[config.mk]
export PLATFORM = sky130hd
export DESIGN_NAME = riscv_fetch_unit
export DESIGN_NICKNAME = d
export VERILOG_FILES = /design/src/rtl/riscv_fetch_unit.sv
export SDC_FILE = /design/constraint.sdc
export NUM_CORES = 1
export LEC_CHECK = 0
export BUFFER_PORTS_ARGS = -buffer_cell sky130_fd_sc_hd__clkbuf_2
export CORE_ASPECT_RATIO = 0.9
export CORE_MARGIN = 3
export CORE_UTILIZATION = 42
export CTS_BUF_LIST = sky130_fd_sc_hd__clkbuf_4
export CTS_CLUSTER_DIAMETER = 40
export DETAILED_ROUTE_END_ITERATION = 12
export PLACE_DENSITY = 0.65
export SLEW_MARGIN = 20
export SYNTH_ARGS = -nofsm -noshare
export SYNTH_HDL_FRONTEND = slang
export SYNTH_SLANG_ARGS = --single-unit
[constraint.sdc]
create_clock -name clk -period 5.2 [get_ports clk]
set_input_delay 0.26 -clock clk [delete_from_list [all_inputs] [get_ports clk]]
set_output_delay 0.26 -clock clk [all_outputs]
set_load 0.03 [all_outputs]
[src/rtl/riscv_fetch_unit.sv]
// Instruction fetch stage: owns the PC and issues credit-limited word reads to instruction memory.
// It also buffers returned words in a prefetch FIFO and flushes buffered and in-flight fetches on redirect.
module riscv_fetch_unit #(
    parameter int                ADDR_W     = 12,
    parameter int                FIFO_DEPTH = 4,
    parameter logic [ADDR_W-1:0] RESET_PC   = '0
) (
    input  logic              clk,
    input  logic              rst_n,
    output logic              imem_req,
    output logic [ADDR_W-1:0] imem_addr,
    input  logic              imem_rvalid,
    input  logic [31:0]       imem_rdata,
    output logic              inst_valid,
    input  logic              inst_ready,
    output logic [31:0]       inst_data,
    output logic [ADDR_W-1:0] inst_pc,
    input  logic              redirect_valid,
    input  logic [ADDR_W-1:0] redirect_pc,
    output logic              fetch_err
);
    localparam int          PW    = $clog2(FIFO_DEPTH);
    localparam int          CW    = PW + 1;
    localparam logic [CW:0] LIMIT = (CW+1)'(FIFO_DEPTH);

    typedef enum logic [1:0] {S_IDLE, S_RUN, S_ERR} state_t;

    state_t            r_state;
    state_t            w_state_nxt;
    logic [ADDR_W-1:0] r_fetch_pc;
    logic [ADDR_W-1:0] r_fifo_pc   [FIFO_DEPTH];
    logic [31:0]       r_fifo_data [FIFO_DEPTH];
    logic [PW-1:0]     r_wptr;
    logic [PW-1:0]     r_rptr;
    logic [CW-1:0]     r_count;
    logic [ADDR_W-1:0] r_pcq [FIFO_DEPTH];
    logic [PW-1:0]     r_pcq_wptr;
    logic [PW-1:0]     r_pcq_rptr;
    logic [CW-1:0]     r_outstanding;
    logic [CW-1:0]     r_discard;

    logic w_misaligned;
    logic w_issue;
    logic w_resp;
    logic w_push;
    logic w_pop;

    assign w_misaligned = (redirect_pc[1:0] != 2'b00);
    // Outstanding requests hold a FIFO slot in reserve, so the FIFO can never overflow.
    assign w_issue = (r_state == S_RUN) && !redirect_valid &&
                     (({1'b0, r_count} + {1'b0, r_outstanding}) < LIMIT);
    assign w_resp  = imem_rvalid && (r_outstanding != '0);
    assign w_push  = w_resp && (r_discard == '0) && !redirect_valid;
    assign w_pop   = inst_valid && inst_ready && !redirect_valid;

    assign imem_req   = w_issue;
    assign imem_addr  = r_fetch_pc;
    assign inst_valid = (r_count != '0);
    assign inst_data  = r_fifo_data[r_rptr];
    assign inst_pc    = r_fifo_pc[r_rptr];
    assign fetch_err  = (r_state == S_ERR);

    always_ff @(posedge clk or negedge rst_n) begin
        if (!rst_n) begin
            r_state <= S_IDLE;
        end else begin
            r_state <= w_state_nxt;
        end
    end

    always_comb begin
        w_state_nxt = r_state;
        if (redirect_valid) begin
            w_state_nxt = w_misaligned ? S_ERR : S_RUN;
        end else if (r_state == S_IDLE) begin
            w_state_nxt = S_RUN;
        end
    end

    always_ff @(posedge clk or negedge rst_n) begin
        if (!rst_n) begin
            r_fetch_pc    <= RESET_PC;
            r_pcq_wptr    <= '0;
            r_pcq_rptr    <= '0;
            r_outstanding <= '0;
            r_discard     <= '0;
        end else begin
            if (redirect_valid) begin
                r_fetch_pc <= redirect_pc;
            end else if (w_issue) begin
                r_fetch_pc <= r_fetch_pc + ADDR_W'(4);
            end
            if (w_issue) begin
                r_pcq_wptr <= r_pcq_wptr + PW'(1);
            end
            if (w_resp) begin
                r_pcq_rptr <= r_pcq_rptr + PW'(1);
            end
            r_outstanding <= r_outstanding + CW'(w_issue) - CW'(w_resp);
            // Every request still in flight after a redirect belongs to the old stream.
            if (redirect_valid) begin
                r_discard <= r_outstanding - CW'(w_resp);
            end else if (w_resp && (r_discard != '0)) begin
                r_discard <= r_discard - CW'(1);
            end
        end
    end

    always_ff @(posedge clk) begin
        if (w_issue) begin
            r_pcq[r_pcq_wptr] <= r_fetch_pc;
        end
    end

    always_ff @(posedge clk or negedge rst_n) begin
        if (!rst_n) begin
            r_wptr  <= '0;
            r_rptr  <= '0;
            r_count <= '0;
            for (int i = 0; i < FIFO_DEPTH; i++) begin
                r_fifo_pc[i]   <= '0;
                r_fifo_data[i] <= '0;
            end
        end else if (redirect_valid) begin
            r_wptr  <= r_rptr;
            r_count <= '0;
        end else begin
            if (w_push) begin
                r_fifo_pc[r_wptr]   <= r_pcq[r_pcq_rptr];
                r_fifo_data[r_wptr] <= imem_rdata;
                r_wptr              <= r_wptr + PW'(1);
            end
            if (w_pop) begin
                r_rptr <= r_rptr + PW'(1);
            end
            r_count <= r_count + CW'(w_push) - CW'(w_pop);
        end
    end

    a_rvalid_expected: assert property (@(posedge clk) disable iff (!rst_n)
        imem_rvalid |-> (r_outstanding != '0));

endmodule

[After elaboration in Yosys (flattened, before gate mapping)]
Memories as Yosys holds them, arrays and structs flattened.
Index checks and enable logic that the tools add are counted.
Word-level totals
  register bits after elaboration: 207
  latch bits: 0
  memory bits (writable): 48
  memory bits (read-only): 0
  input port bits: 49
  output and inout bits: 59
  memories kept: 1
Operators by class
  add/sub/neg operators: 12
  $mul: 0
  div/mod/pow operators: 0
  order comparisons: 4
  equal/unequal tests: 2
  shift operators: 0
  muxes and demuxes: 24
  bitwise logic cells: 3
  reductions and logical operators: 22
Memories
  r_pcq: depth 4, width 12, read ports 1, clocked after memory_dff 0, write ports 1, line 36  | logic [ADDR_W-1:0] r_pcq [FIFO_DEPTH];
Operator list (number)
  $bwmux W128: 1
  $mux W32: 3
  $bmux W32 S2: 1
  $demux W32 S2: 1
  $mux W12: 5
  $bwmux W48: 1
  $bmux W12 S2: 1
  $demux W12 S2: 1
  $add A12 B3 Y12 const B: 1
  $mux W2: 5
  $reduce_bool A2 Y1: 5
  $logic_and A1 B1 Y1: 9
  $mux W3: 3
  $reduce_bool A3 Y1: 3
  $sub A3 B1 Y3: 3
  $add A2 B1 Y2 const B: 4
  $add A3 B1 Y3: 2
  $ge A3 B3 Y1 const B: 2
  $not A2 Y3: 2
  $add A3 B3 Y4: 1
  $lt A4 B3 Y1 const B: 1
  $reduce_and A2 Y1: 2
  $logic_not A3 Y1: 1
  $lt A3 B1 Y1 const B: 1
  other kinds (7): 8

[Longest topological paths before layout]
  depth after elaboration: 7
  mapped depth: 12
  depth with buffers taken out: 11

[Worst setup path after synthesis]
No wires, ideal clock.
  kind: register -> register
  from: reg r_outstanding[2]
  to: reg r_outstanding[2]
  setup time: 129 ps
  arrival time: 2830 ps
  path slack: 2241 ps
  cell stages (with the launch flop): 11
  path buffers: 1
  clock period less this slack: 2959 ps
  cell sequence: dfrtp_1 ha_1 nor3_2 nand3_1 buf_2 nor2_1 ha_1 inv_1 fa_1 xnor2_1 xnor2_1
On the way
  cells in the longest elaborated chain, start to end: 5
Ends and longest elaborated chain
  from (decl): line 39  | logic [CW-1:0] r_outstanding;
  from (signal assigned): line 99  | r_outstanding <= r_outstanding + CW'(w_issue) - CW'(w_resp);
  $add A3 B3 Y4: line 51  | (({1'b0, r_count} + {1'b0, r_outstanding}) < LIMIT);
  $lt A4 B3 Y1: line 51
  $logic_and A1 B1 Y1: line 50  | assign w_issue = (r_state == S_RUN) && !redirect_valid &&
  via imem_req: line 10  | output logic imem_req,
  $add A3 B1 Y3: line 99
  $sub A3 B1 Y3: line 99
The timed path passes the listed nets, and every way through them passes these cells.
A chain may end at the register's enable or synchronous reset.

[Worst setup path in the final report]
  from: reg r_outstanding[2]
  to: out imem_req
On the way
  cells in the longest elaborated chain, start to end: 3
Ends and longest elaborated chain (line)
  $add A3 B3 Y4: 51
  $lt A4 B3 Y1: 51
  $logic_and A1 B1 Y1: 50
  to (decl): 10
No other way between the ends.

==> flow_metrics.py <==
metrics = {
    "status": {
        "outcome": "completed",
    },
    "worst_setup_path": {
        "cp.arrival_ps": 2980,
        "crit_type": "reg2out",
        "cp-end-kind": "primary output",
        "r2r_cells": 9,
        "worst_ep_required_time_ps": 4940,
        "cp_max_fo": 11,
        "r2r_setup_slack_ps": 2150,
        "startpoint_type": "register",
    },
    "timing": {
        "worst_slack_ps": 1964,
        "finalSetupViolations": 0,
        "fin_crit_ps": 3236,
        "max_slew_margin": 0.3182,
        "min_period_over_period": 0.6224,
        "skew_ps": 38.05,
        "maxSlewViolCount": 0,
        "rsz0062_at_grt": "false",
        "hold_viol_final": 0,
        "final.setup.tns_ps": 0,
        "tightest_slew_ps": 1023,
        "timing.fmax_mhz": 309.0,
    },
    "logic_synthesis": {
        "yosysTopAreaCell": "dfrtp_1",
        "yosysWarnings": 0,
        "synth_flop_cell": "dfrtp_1",
        "yosysMostFrequentCell": "dfrtp_1",
        "avgSynthCellArea_um2": 18.00,
        "ys_async_sr_fraction": 0.8118,
        "ys_seq_area_frac": 0.5523,
        "synth_top_area_share": 0.4321,
        "synth_fp_nets": 736,
        "synth_area_leaders": "dfrtp_1 (43%), mux2_4 (20%), edfxtp_1 (12%), mux4_2 (11%), buf_12 (2.8%)",
        "synth_seq_cells": 255,
        "netlist_instances": 666,
        "synth_common_cells": "dfrtp_1 (207), mux2_4 (160), mux4_2 (56)",
        "post_synth_num_cell_types": 42,
        "netlist_area_um2": 11990,
        "synth_edf_count": 48,
    },
    "hold_path": {
        "holdPathStages": 2,
        "hold_class": "in2reg",
    },
    "routing": {
        "drtIter0Drc": 288,
        "antenna_left": 0,
        "drt-total-wl_um": 23250,
        "num_vias": 6372,
        "via_per_inst": 5.013,
        "drc_errors": 0,
        "wire_per_inst_um": 18.30,
        "firstDrtPassIters": 5,
    },
    "clock_network": {
        "h-tree-depth": 3,
        "cts.sinks": 255,
        "clkTransAtPathRegs_ps": 70,
        "clockBufferDepth": 3,
        "cts_setup_buffers": 0,
        "numCtsBuffers": 69,
        "clock_latency_ps": 670,
        "cts-root-buf": "clkbuf_4",
        "cts_tree": "built",
    },
    "power": {
        "vdd_drop_max_uv": 220.9,
        "power_density_nw_per_um2": 521.7,
        "cellLeakagePower_nw": 6.867,
    },
    "grt": {
        "grt_pass1_vias": 7094,
        "grt_usage": 0.1589,
        "overflow": 0,
        "grt_pass1_wl_um": 38820,
        "antenna_found_initial": 0,
        "grt_max_degree": 119,
    },
    "placed_design": {
        "place_congestion": 0.7517,
        "port_buffers": 107,
        "post-place-ws_ps": 2135,
        "dp_cells": 1100,
        "hpwl_um": 13030,
    },
    "cells_and_area": {
        "diodes": 0,
        "final_cells": 1271,
        "finalNetCount": 928,
        "area_growth_pct": 16.71,
        "fin_util": 0.4995,
        "drive_gt1_frac": 0.5148,
    },
    "floorplan": {
        "rows": 58,
        "die_h_um": 166.3,
        "die_w_um": 184.1,
        "die_area_um2": 30610,
        "core-area_um2": 28010,
        "io_pins": 108,
        "start_util": 0.4280,
    },
    "job": {
        "cap_violations": 0,
    },
}
cell usage in the layout (no fill, tap or decap), types with 9 or more instances in the layout:
cell type,netlist,routed
ha_1,19,19
mux4_2,56,56
inv_1,17,17
edfxtp_1,48,48
xnor2_1,10,10
dfrtp_1,207,205
clkbuf_4,0,107
nand2_1,11,11
dlygate4sd3_1,0,47
mux2_4,160,160
mux2_2,20,20
clkbuf_2,0,106
o21ai_0,9,9
clkinv_1,0,12
stage by stage:
stage | area (um^2) | hold WS (ps) | power, mW
6_report | 13990 | 160.0 | 7.299
3_3_place_gp | 12600 | 371.3 | 5.449
3_5_place_dp | 12600 | 365.4 | 5.485
5_1_grt | 13990 | 173.3 | 7.759
2_1_floorplan | 11990 | -35.59 | 4.885
4_1_cts | 13990 | 97.77 | 7.428
report_power, final:
group / switching [mW] / internal, mW
combinational: 1.09 / 1.32
clock: 0.822 / 1.04
sequential: 0.477 / 2.55
cell type report:
cell class	instances	area, um^2
flip-flops and latches	255	6626
clock inverters	17	118.9
fillers	2371	14020
clock buffers	107	803.3
well taps	360	450.4
multi-input cells	358	4883
repair buffers	156	1042
inverters	18	67.56
state kept, by name, summed over array words and instances, names as in the netlist:
signal and cells:
r_state 2, r_pcq 48, imem_addr 12, r_outstanding 3, r_fifo_pc 48, r_pcq_rptr 2, r_count 3, r_rptr 2
r_pcq_wptr 2, r_discard 3, r_wptr 2, r_fifo_data 128
worst max-delay path, stage by stage, from the launching register on:
cell	delay, ps
dfrtp_1	460
ha_1	310
nor3_2	290
nand3_1	370
nor2_1	570
clkbuf_2	320
worst paths after layout:
path	from	end
setup / recovery	r_outstanding[2]	imem_req
max in group asynchronous	rst_n	r_rptr[0]
hold / removal	redirect_valid	r_count[2]
hold reg to reg	r_fifo_pc[47]	r_fifo_pc[47]
min in group asynchronous	rst_n	r_fifo_data[100]
setup reg to reg	r_outstanding[2]	r_outstanding[2]
timing repair:
action,4_1_cts,5_1_grt
hold buffers,47,0
gates resized for setup,0,0
endpoints found under the hold margin,234,0
per-layer routing:
metal,up-vias,GRT usage,wire length (um)
li1,2916,-,-
met1,3265,0.2243,11060
met2,148,0.2420,10620
met3,43,0.04117,1144
met4,0,0.05094,427
met5,-,0,0
cells by family (layout without fill, tap and decap cells):
logic type / after synthesis / count (layout) / share of synthesized area
compound gates: 24 / 24 / 0.01357
buf+inv: 53 / 298 / 0.04039
fa+ha+maj: 21 / 21 / 0.02317
mux: 240 / 240 / 0.3277
xor+xnor: 16 / 16 / 0.01169
flops: 255 / 255 / 0.5523
simple gates: 57 / 57 / 0.03121
No activity file was read; power rests on OpenSTA's default activity.
